<file path="config.mk">
export PLATFORM = sky130hd
export DESIGN_NAME = store_merge
export DESIGN_NICKNAME = d
export VERILOG_FILES = /design/src/rtl/store_merge.sv
export SDC_FILE = /design/constraint.sdc
export NUM_CORES = 1
export LEC_CHECK = 0
export CAP_MARGIN = 20
export CORE_ASPECT_RATIO = 0.75
export CORE_MARGIN = 2
export CORE_UTILIZATION = 25
export DETAILED_ROUTE_END_ITERATION = 6
export PLACE_DENSITY_LB_ADDON = 0.15
export SLEW_MARGIN = 20
export SYNTH_ARGS = -nofsm -noshare
export SYNTH_HDL_FRONTEND = slang
export SYNTH_SLANG_ARGS = --single-unit
</file>
<file path="constraint.sdc">
create_clock -name clk -period 3.6 [get_ports clk]
set_input_delay 0.54 -clock clk [delete_from_list [all_inputs] [get_ports clk]]
set_output_delay 0.54 -clock clk [all_outputs]
set_load 0.05 [all_outputs]
</file>
<file path="src/rtl/store_merge.sv">
// store_merge: narrows 32-bit stores into a word-only memory (RMW for byte/half).
// Optional trap on misaligned half/word stores: define STORE_MISALIGN_TRAP_EN.
module store_merge (
  input  logic        clk,
  input  logic        rst,
  input  logic        req_valid,
  output logic        req_ready,
  input  logic [31:0] req_addr,
  input  logic [31:0] req_data,
  input  logic [1:0]  req_size,
  output logic        busy,
  output logic        done,
  output logic        misalign,
  output logic [31:0] mem_addr,
  output logic        mem_rd,
  input  logic [31:0] mem_rdata,
  output logic        mem_wr,
  output logic [31:0] mem_wdata
);

  typedef enum logic [2:0] {
    IDLE,
    READ,
    MERGE,
    WRITE
`ifdef STORE_MISALIGN_TRAP_EN
    , ERR
`endif
  } state_t;

  state_t      state_q, state_d;
  logic [31:0] addr_q, addr_d;
  logic [31:0] data_q, data_d;
  logic [1:0]  size_q, size_d;
  logic [31:0] buf_q, buf_d;
  logic        mem_rd_q, mem_rd_d;
  logic        mem_wr_q, mem_wr_d;
  logic        done_q, done_d;
  logic [31:0] mem_addr_q, mem_addr_d;
  logic [31:0] mem_wdata_q, mem_wdata_d;
  logic        accept;
  logic        is_word;
`ifdef STORE_MISALIGN_TRAP_EN
  logic        misalign_q, misalign_d;
  logic        bad;
`endif

  // Replace the addressed lane(s) of w with the low bits of d.
  function automatic logic [31:0] merge_lanes(
    input logic [31:0] w,
    input logic [31:0] d,
    input logic [1:0]  sz,
    input logic [1:0]  a
  );
    logic [31:0] r;
    r = w;
    case (sz)
      2'b00:   r[{a, 3'b000} +: 8] = d[7:0];
      2'b01:   r[{a[1], 4'b0000} +: 16] = d[15:0];
      default: r = d;
    endcase
    return r;
  endfunction

  assign req_ready = (state_q == IDLE) && !rst;
  assign accept    = req_valid && req_ready;
  assign is_word   = req_size[1];
  assign busy      = (state_q != IDLE);
  assign done      = done_q;
  assign mem_rd    = mem_rd_q;
  assign mem_wr    = mem_wr_q;
  assign mem_addr  = mem_addr_q;
  assign mem_wdata = mem_wdata_q;

`ifdef STORE_MISALIGN_TRAP_EN
  assign misalign = misalign_q;
  assign bad = is_word ? (req_addr[1:0] != 2'b00)
                       : (req_size[0] && req_addr[0]);
`else
  assign misalign = 1'b0;
`endif

  // Next state, latched request fields and registered output values.
  always_comb begin
    state_d = state_q;
    addr_d  = addr_q;
    data_d  = data_q;
    size_d  = size_q;
    buf_d   = buf_q;
    case (state_q)
      IDLE: begin
        if (accept) begin
          addr_d = req_addr;
          data_d = req_data;
          size_d = req_size;
`ifdef STORE_MISALIGN_TRAP_EN
          if (bad) begin
            state_d = ERR;
          end else
`endif
          if (is_word) begin
            buf_d   = req_data;
            state_d = WRITE;
          end else begin
            state_d = READ;
          end
        end
      end
      READ:  state_d = MERGE;
      MERGE: begin
        buf_d   = merge_lanes(mem_rdata, data_q,
                              size_q, addr_q[1:0]);
        state_d = WRITE;
      end
      WRITE: state_d = IDLE;
      default: state_d = IDLE;
    endcase
    if (rst) begin
      state_d = IDLE;
      addr_d  = '0;
      data_d  = '0;
      size_d  = '0;
      buf_d   = '0;
    end
    mem_rd_d    = (state_d == READ);
    mem_wr_d    = (state_d == WRITE);
    done_d      = (state_d == WRITE);
    mem_addr_d  = (mem_rd_d || mem_wr_d)
                ? {addr_d[31:2], 2'b00} : '0;
    mem_wdata_d = mem_wr_d ? buf_d : '0;
`ifdef STORE_MISALIGN_TRAP_EN
    misalign_d  = (state_d == ERR);
`endif
  end

  // State, request fields and output registers.
  always_ff @(posedge clk) begin
    state_q     <= state_d;
    addr_q      <= addr_d;
    data_q      <= data_d;
    size_q      <= size_d;
    buf_q       <= buf_d;
    mem_rd_q    <= mem_rd_d;
    mem_wr_q    <= mem_wr_d;
    done_q      <= done_d;
    mem_addr_q  <= mem_addr_d;
    mem_wdata_q <= mem_wdata_d;
`ifdef STORE_MISALIGN_TRAP_EN
    misalign_q  <= misalign_d;
`endif
  end

endmodule

</file>
==> reports/summary.txt, run 1 <==
initial antenna violation count -> 0
XOR/XNOR Fraction of Synth Area -> 0%
EDFF count, synth -> 0
first-pass GRT wire length -> 31.0 mm
Synth Warn # -> 0
Yosys cell types -> 54
area share of fa/ha/maj cells after synthesis -> 1.04%
port bufs -> 167
Worst Tran Pin Value -> 0.914 ns
routability cong. -> 0.779
flops & latches, synth -> 141
Reg clk slew, reported paths -> 0.06 ns
min-delay worst type -> flop to flop
Placed Area -> 7850 sq um
fill count -> 2,431
layout cell share with drive strength beyond 1 -> 8.06%
clk_lat worst skew -> 0.42 ns
main combinational cell family by area after synthesis -> simple AND/OR/NAND/NOR gates
DRC viols -> 0
Synth Area in Simple Gates -> 23.8%
CP peak stage delay -> 0.89 ns
# setup viols final -> 0
Peak VDD IR -> 0.000307 V
cells along the critical path -> buf_2, nor4_4, clkdlybuf4s50_1
Worst Path Class, Setup -> input pin to output pin
critical path's slowest cell -> clkdlybuf4s50_1
post-layout net count -> 924
GRT Resource Usage Total -> 15.9%
IO Count -> 171
drt total wl -> 19.9 mm
Clock Path Buffers -> 2
Die Height -> 138 microns
Starting Density -> 25.3%
Register Area -> 2820 sq um
placement row count -> 49
CTS tree -> done
most common cell after layout, fill and taps aside -> clkdlybuf4s50_1
CTS Sinks -> 141
Final min period -> 2.62 ns
Final Hold Viols -> 0
Max Cap Violations -> 0
Post CTS Setup Buffer Count -> 0
register-to-register setup slack -> 1.15 ns
Final Max Tran Viols -> 0
unrepaired setup endpoints after global routing -> no
critical path arrival -> 2.08 ns
CTS buffer count -> 17
via count -> 5,326
maximum fanout along the worst path -> 22
Setup Skew -> 0.0115 ns
fin crit share -> 72.9%
area grow syn2layout -> 41.6%
setup TNS -> 0 ns
Root Buffer -> clkbuf_16
post-CTS sizing -> 0
CTS Hold Buffers Added -> 0
Critical Path RT -> 3.06 ns
DRT iter0 DRCs -> 408
Die ar. -> 25,200 sq um
Routed Antenna Nets -> 0
WL/cell -> 17.5 microns
largest net degree at the start of global routing -> 33
Seq/Total Area, Yosys -> 47.1%
CTS H-Tree Depth -> 4
commonest cells after routing, fill and taps aside -> clkdlybuf4s50_1 (166), nand2_1 (142), dfxtp_1 (141)
Cell Area, Synth -> 5990 sq um
Slew headroom -> 38.9%
Startpoint Class -> input pin
Syn Inst Count -> 675
Avg Inst Size Synth -> 8.88 sq um
detailed-router iteration count before antenna repair -> 5
post-synthesis compound-gate area fraction -> 18.6%
status -> finished clean
dpl hpwl -> 13.6 mm
Top FF cell, synth -> dfxtp_1
Pwr Density -> 474 nW/um^2
Async SR Flop Fraction -> 0%
Max Clk Rate -> 381 MHz
vias in the first global route -> 5,239
Core Area -> 23,700 sq um
Critical Path End Type -> output pin
aggregate global routing overflow -> 0
Antenna diodes -> 0
area of the multi-input gates -> 2800 sq um
Vias/cell -> 4.68
Static Leak -> 0.00322 uW
design area -> 8490 sq um
Die W -> 183 microns
mux cell area share after synthesis -> 2.84%
worst paths after layout:
kind | from | depth (start not counted) | end
worst max-delay path | rst | 3 | req_ready
worst min register to register | data_q[26]$_SDFFE_PP0P_ | 2 | data_q[26]$_SDFFE_PP0P_
worst min-delay path | data_q[26]$_SDFFE_PP0P_ | 2 | data_q[26]$_SDFFE_PP0P_
worst max register to register | addr_q[0]$_SDFFE_PP0P_ | 6 | mem_wdata[31]$_SDFF_PN0_
synthesized netlist by cell type, types with 7 or more instances:
cell type    n  area [sq um]
nand2_1    143           537
dfxtp_1    141          2820
nand3b_1    56           420
a21oi_1     55           275
o21ai_0     29           145
clkbuf_1    25          93.8
inv_1       20          75.1
nand2b_1    19           119
buf_2       17          85.1
a32oi_1     14           123
nor2_1      11          41.3
o31ai_1     10          75.1
a22oi_1      9          67.6
a311oi_1     9          78.8
nand4_1      9          56.3
nor2b_1      9          56.3
buf_4        8          60.1
mux2_2       8          90.1
mux2i_1      8          80.1
o211ai_1     8          60.1
o221ai_1     8          70.1
o2bb2ai_1    8          70.1
a32o_1       7          70.1
report_power, final:
group / leakage, uW / internal (uW) / total [uW] / switching [uW]
logic: 0.00177 / 217 / 483 / 266
clock network: 0.000303 / 1170 / 1880 / 711
registers: 0.00115 / 1620 / 1660 / 39.5
critical path, delay by kind of cell:
kind	cells	cell delay [ns]
buf+inv	2	1.15
simple gates	1	0.39
cell type report:
type	count	share of cell area, %
repair buffers	180	20.8
clock inverters	11	1.84
flip-flops and latches	141	33.3
multi-input cells	457	33.0
inverters	21	0.929
well taps	306	4.51
clock buffers	21	5.66
sequential cells by signal, summed over array words and instances (netlist names):
signal	flops
state_q	3
mem_rd	1
addr_q	32
mem_addr	30
mem_wdata	32
data_q	32
buf_q	8
done	1
size_q	2
kinds of logic (layout without fill, tap and decap cells):
kind of cell,count (synthesis),in the layout
and+or+nand+nor,267,267
AOI/OAI and AO/OA,165,165
DFF,141,141
buffers and inverters,80,233
muxes,16,16
adders and majority gates,5,5
other,1,4
routing by layer:
metal	vias up	track usage (%)	part of all wire, %
met5	-	0	0
met4	0	3.95	0.74
met2	164	21.8	41
li1	2661	-	-
met3	10	3.69	5.3
met1	2491	24.6	53
per-stage QoR:
step                      setup slack, ns  util [%]  std cells  hold WS [ns]  power [uW]
after detailed placement            0.950      33.1       1105         0.465        2180
after global routing                0.877      35.8       1137         0.489        4190
after CTS                           0.961      35.7       1137         0.476        4080
after floorplan                      1.36         -        678         0.449        1960
final                               0.977      35.8       1137         0.475        4020
after global placement              0.980      33.1       1105         0.461        2180
Note: power is estimated with default switching activity, not from simulation.
==> run 2: changes to the inputs <==
- clock period: 3.6 -> 2.3 ns (I/O delays scaled with it)
==> run 2 against run 1 <==
  * Clock power increased by 48%
  * Critical path depth rose by 2
  * Sequential cell count is the same
  * Clock skew barely moved
  * Final cell count rose by 0.70%
  * Routed wire length rose by 1.2%
  * Final area up 0.88%
  * Utilization increased by 0.32 points
  * Hold slack got worse by 0.13 ns
  * Total power up 53%
  * Largest power group unchanged
  * Highest routed layer unchanged
==> reports/summary.txt, run 2 (same netlist as run 1, synthesis figures left out) <==
status -> finished clean (unchanged)
Pwr Density -> 721 nW/um^2 (was 474 nW/um^2)
CTS tree -> done (unchanged)
critical path's slowest cell -> nor2b_1 (was clkdlybuf4s50_1)
Die ar. -> 25,200 sq um (unchanged)
Tot Pwr -> 6180 uW (was 4020 uW)
Startpoint Class -> flop (was input pin)
via count -> 5,372 (was 5,326)
routability cong. -> 0.780 (was 0.779)
# setup viols final -> 0 (unchanged)
post-layout net count -> 932 (was 924)
Critical Path RT -> 2.59 ns (was 3.06 ns)
Critical Path End Type -> flop (was output pin)
Hold Slack -> 0.347 ns (was 0.475 ns)
drt total wl -> 20.1 mm (was 19.9 mm)
Die W -> 183 microns (unchanged)
CTS H-Tree Depth -> 4 (unchanged)
layout cell share with drive strength beyond 1 -> 9.18% (was 8.06%)
Routed Antenna Nets -> 0 (unchanged)
CTS buffer count -> 17 (unchanged)
maximum fanout along the worst path -> 11 (was 22)
fin crit share -> 90.3%
vias in the first global route -> 5,204 (was 5,239)
Root Buffer -> clkbuf_16 (unchanged)
detailed-router iteration count before antenna repair -> 7 (was 5)
fill count -> 2,406 (was 2,431)
placement row count -> 49 (unchanged)
Final min period -> 2.08 ns
area grow syn2layout -> 42.9% (was 41.6%)
met2 GRT Util -> 22.6% (was 21.8%)
aggregate global routing overflow -> 0 (unchanged)
Max Cap Violations -> 0 (unchanged)
Slew headroom -> 29.0% (was 38.9%)
Core Area -> 23,700 sq um (unchanged)
first-pass GRT wire length -> 31.1 mm (was 31.0 mm)
Reg clk slew, reported paths -> 0.06 ns (about the same)
Static Leak -> 0.00326 uW (was 0.00322 uW)
CTS Sinks -> 141 (unchanged)
Die Height -> 138 microns (unchanged)
Worst Path Class, Setup -> flop to flop (was input pin to output pin)
Final Max Tran Viols -> 0 (unchanged)
Post CTS Setup Buffer Count -> 0 (unchanged)
post-CTS sizing -> 0 (unchanged)
Clock Path Buffers -> 2 (unchanged)
clk_lat worst skew -> 0.42 ns (about the same)
Peak VDD IR -> 0.000497 V (was 0.000307 V)
Setup Skew -> 0.0113 ns (was 0.0115 ns)
IO Count -> 171 (unchanged)
WL/cell -> 17.6 microns (was 17.5 microns)
Antenna diodes -> 0 (unchanged)
most common cell after layout, fill and taps aside -> clkdlybuf4s50_1 (unchanged)
Max Clk Rate -> 481 MHz
Starting Density -> 25.3% (unchanged)
Vias/cell -> 4.69 (was 4.68)
GR Layer Usage met1 -> 24.3% (was 24.6%)
port bufs -> 167 (unchanged)
CTS Hold Buffers Added -> 0 (unchanged)
GRT Resource Usage Total -> 16.0% (was 15.9%)
min-delay worst type -> input pin to flop (was flop to flop)
initial antenna violation count -> 0 (unchanged)
commonest cells after routing, fill and taps aside -> clkdlybuf4s50_1 (164), nand2_1 (142), dfxtp_1 (141) (was clkdlybuf4s50_1 (166), nand2_1 (142), dfxtp_1 (141))
DRC viols -> 0 (unchanged)
critical path arrival -> 2.37 ns (was 2.08 ns)
Worst Tran Pin Value -> 1.06 ns (was 0.914 ns)
most used routing layer in global routing -> met1 (unchanged)
largest net degree at the start of global routing -> 52 (was 33)
DRT iter0 DRCs -> 391 (was 408)
unrepaired setup endpoints after global routing -> no (unchanged)
Final Hold Viols -> 0 (unchanged)
cells along the critical path -> buf_4, nor2b_1, nor3_4, a32oi_1, a21oi_1 (was buf_2, nor4_4, clkdlybuf4s50_1)
dpl hpwl -> 13.6 mm (about the same)
CP peak stage delay -> 0.83 ns (was 0.89 ns)
met3 usage -> 3.71% (was 3.69%)
## run 2: cell count changes in the layout (fill, tap and decap cells not counted)
cell / delta
buf_12: +5
buf_4: +5
bufinv_16: -1
clkbuf_8: -2
clkdlybuf4s50_1: -2
clkinv_2: +3
clkinvlp_4: +1
inv_6: -1
nor3_1: +1
nor3_2: -1
nor4bb_1: -1
nor4bb_2: +1
## run 2: stage by stage
| step | setup TNS, ns | worst slack [ns] | util [%] | area [sq um] | instances |
|---|---|---|---|---|---|
| floorplan | 0 | 0.200 | - | 6000 | 678 |
| finish | 0 | 0.223 | 36.1 | 8560 | 1145 |
| CTS | 0 | 0.270 | 36.1 | 8560 | 1145 |
| global route | 0 | 0.0767 | 36.1 | 8560 | 1145 |
| global placement | -0.318 | -0.0649 | 33.6 | 7960 | 1113 |
| detailed placement | 0 | 0.241 | 33.6 | 7970 | 1113 |
## run 2: path summary, 6_finish.rpt
check / start / slack (ns) / to / cells past startpoint
worst max register to register: addr_q[1]$_SDFFE_PP0P_ / 0.22 / mem_wdata[5]$_SDFF_PN0_ / 5
worst max-delay path: addr_q[1]$_SDFFE_PP0P_ / 0.22 / mem_wdata[5]$_SDFF_PN0_ / 5
worst min register to register: data_q[27]$_SDFFE_PP0P_ / 0.48 / data_q[27]$_SDFFE_PP0P_ / 2
worst min-delay path: rst / 0.35 / state_q[1]$_DFF_P_ / 2
## run 2: cell type report
class                      instances  area (sq um)  share of cell area (%)
clock inverter                    13           140                    1.64
timing repair buffer             188          1880                    22.0
tap                              306           383                    4.47
sequential                       141          2820                    33.0
multi-input combinational        457          2800                    32.7
inverter                          21          78.8                   0.921
clock buffer                      19           453                    5.29
## run 2: critical path: cells and delay by family, from the launching register on
kind                   cells  cell delay, ns
and+or+nand+nor            2            1.00
DFF                        1            0.33
AOI/OAI and AO/OA          2            0.39
buffers and inverters      1            0.21
## run 2: per-layer routing
metal	vias to the layer above	part of all wire, %
li1	2669	-
met4	0	0.80
met5	-	0
met3	13	6.3
met2	192	41
met1	2498	52
## run 2: report_power, final
part           leakage (uW)  total, uW  internal, uW  switching, uW
clock              0.000281       2790          1660           1130
combinational       0.00183        790           363            427
sequential          0.00115       2600          2530           61.9
total               0.00326       6180          4550           1620
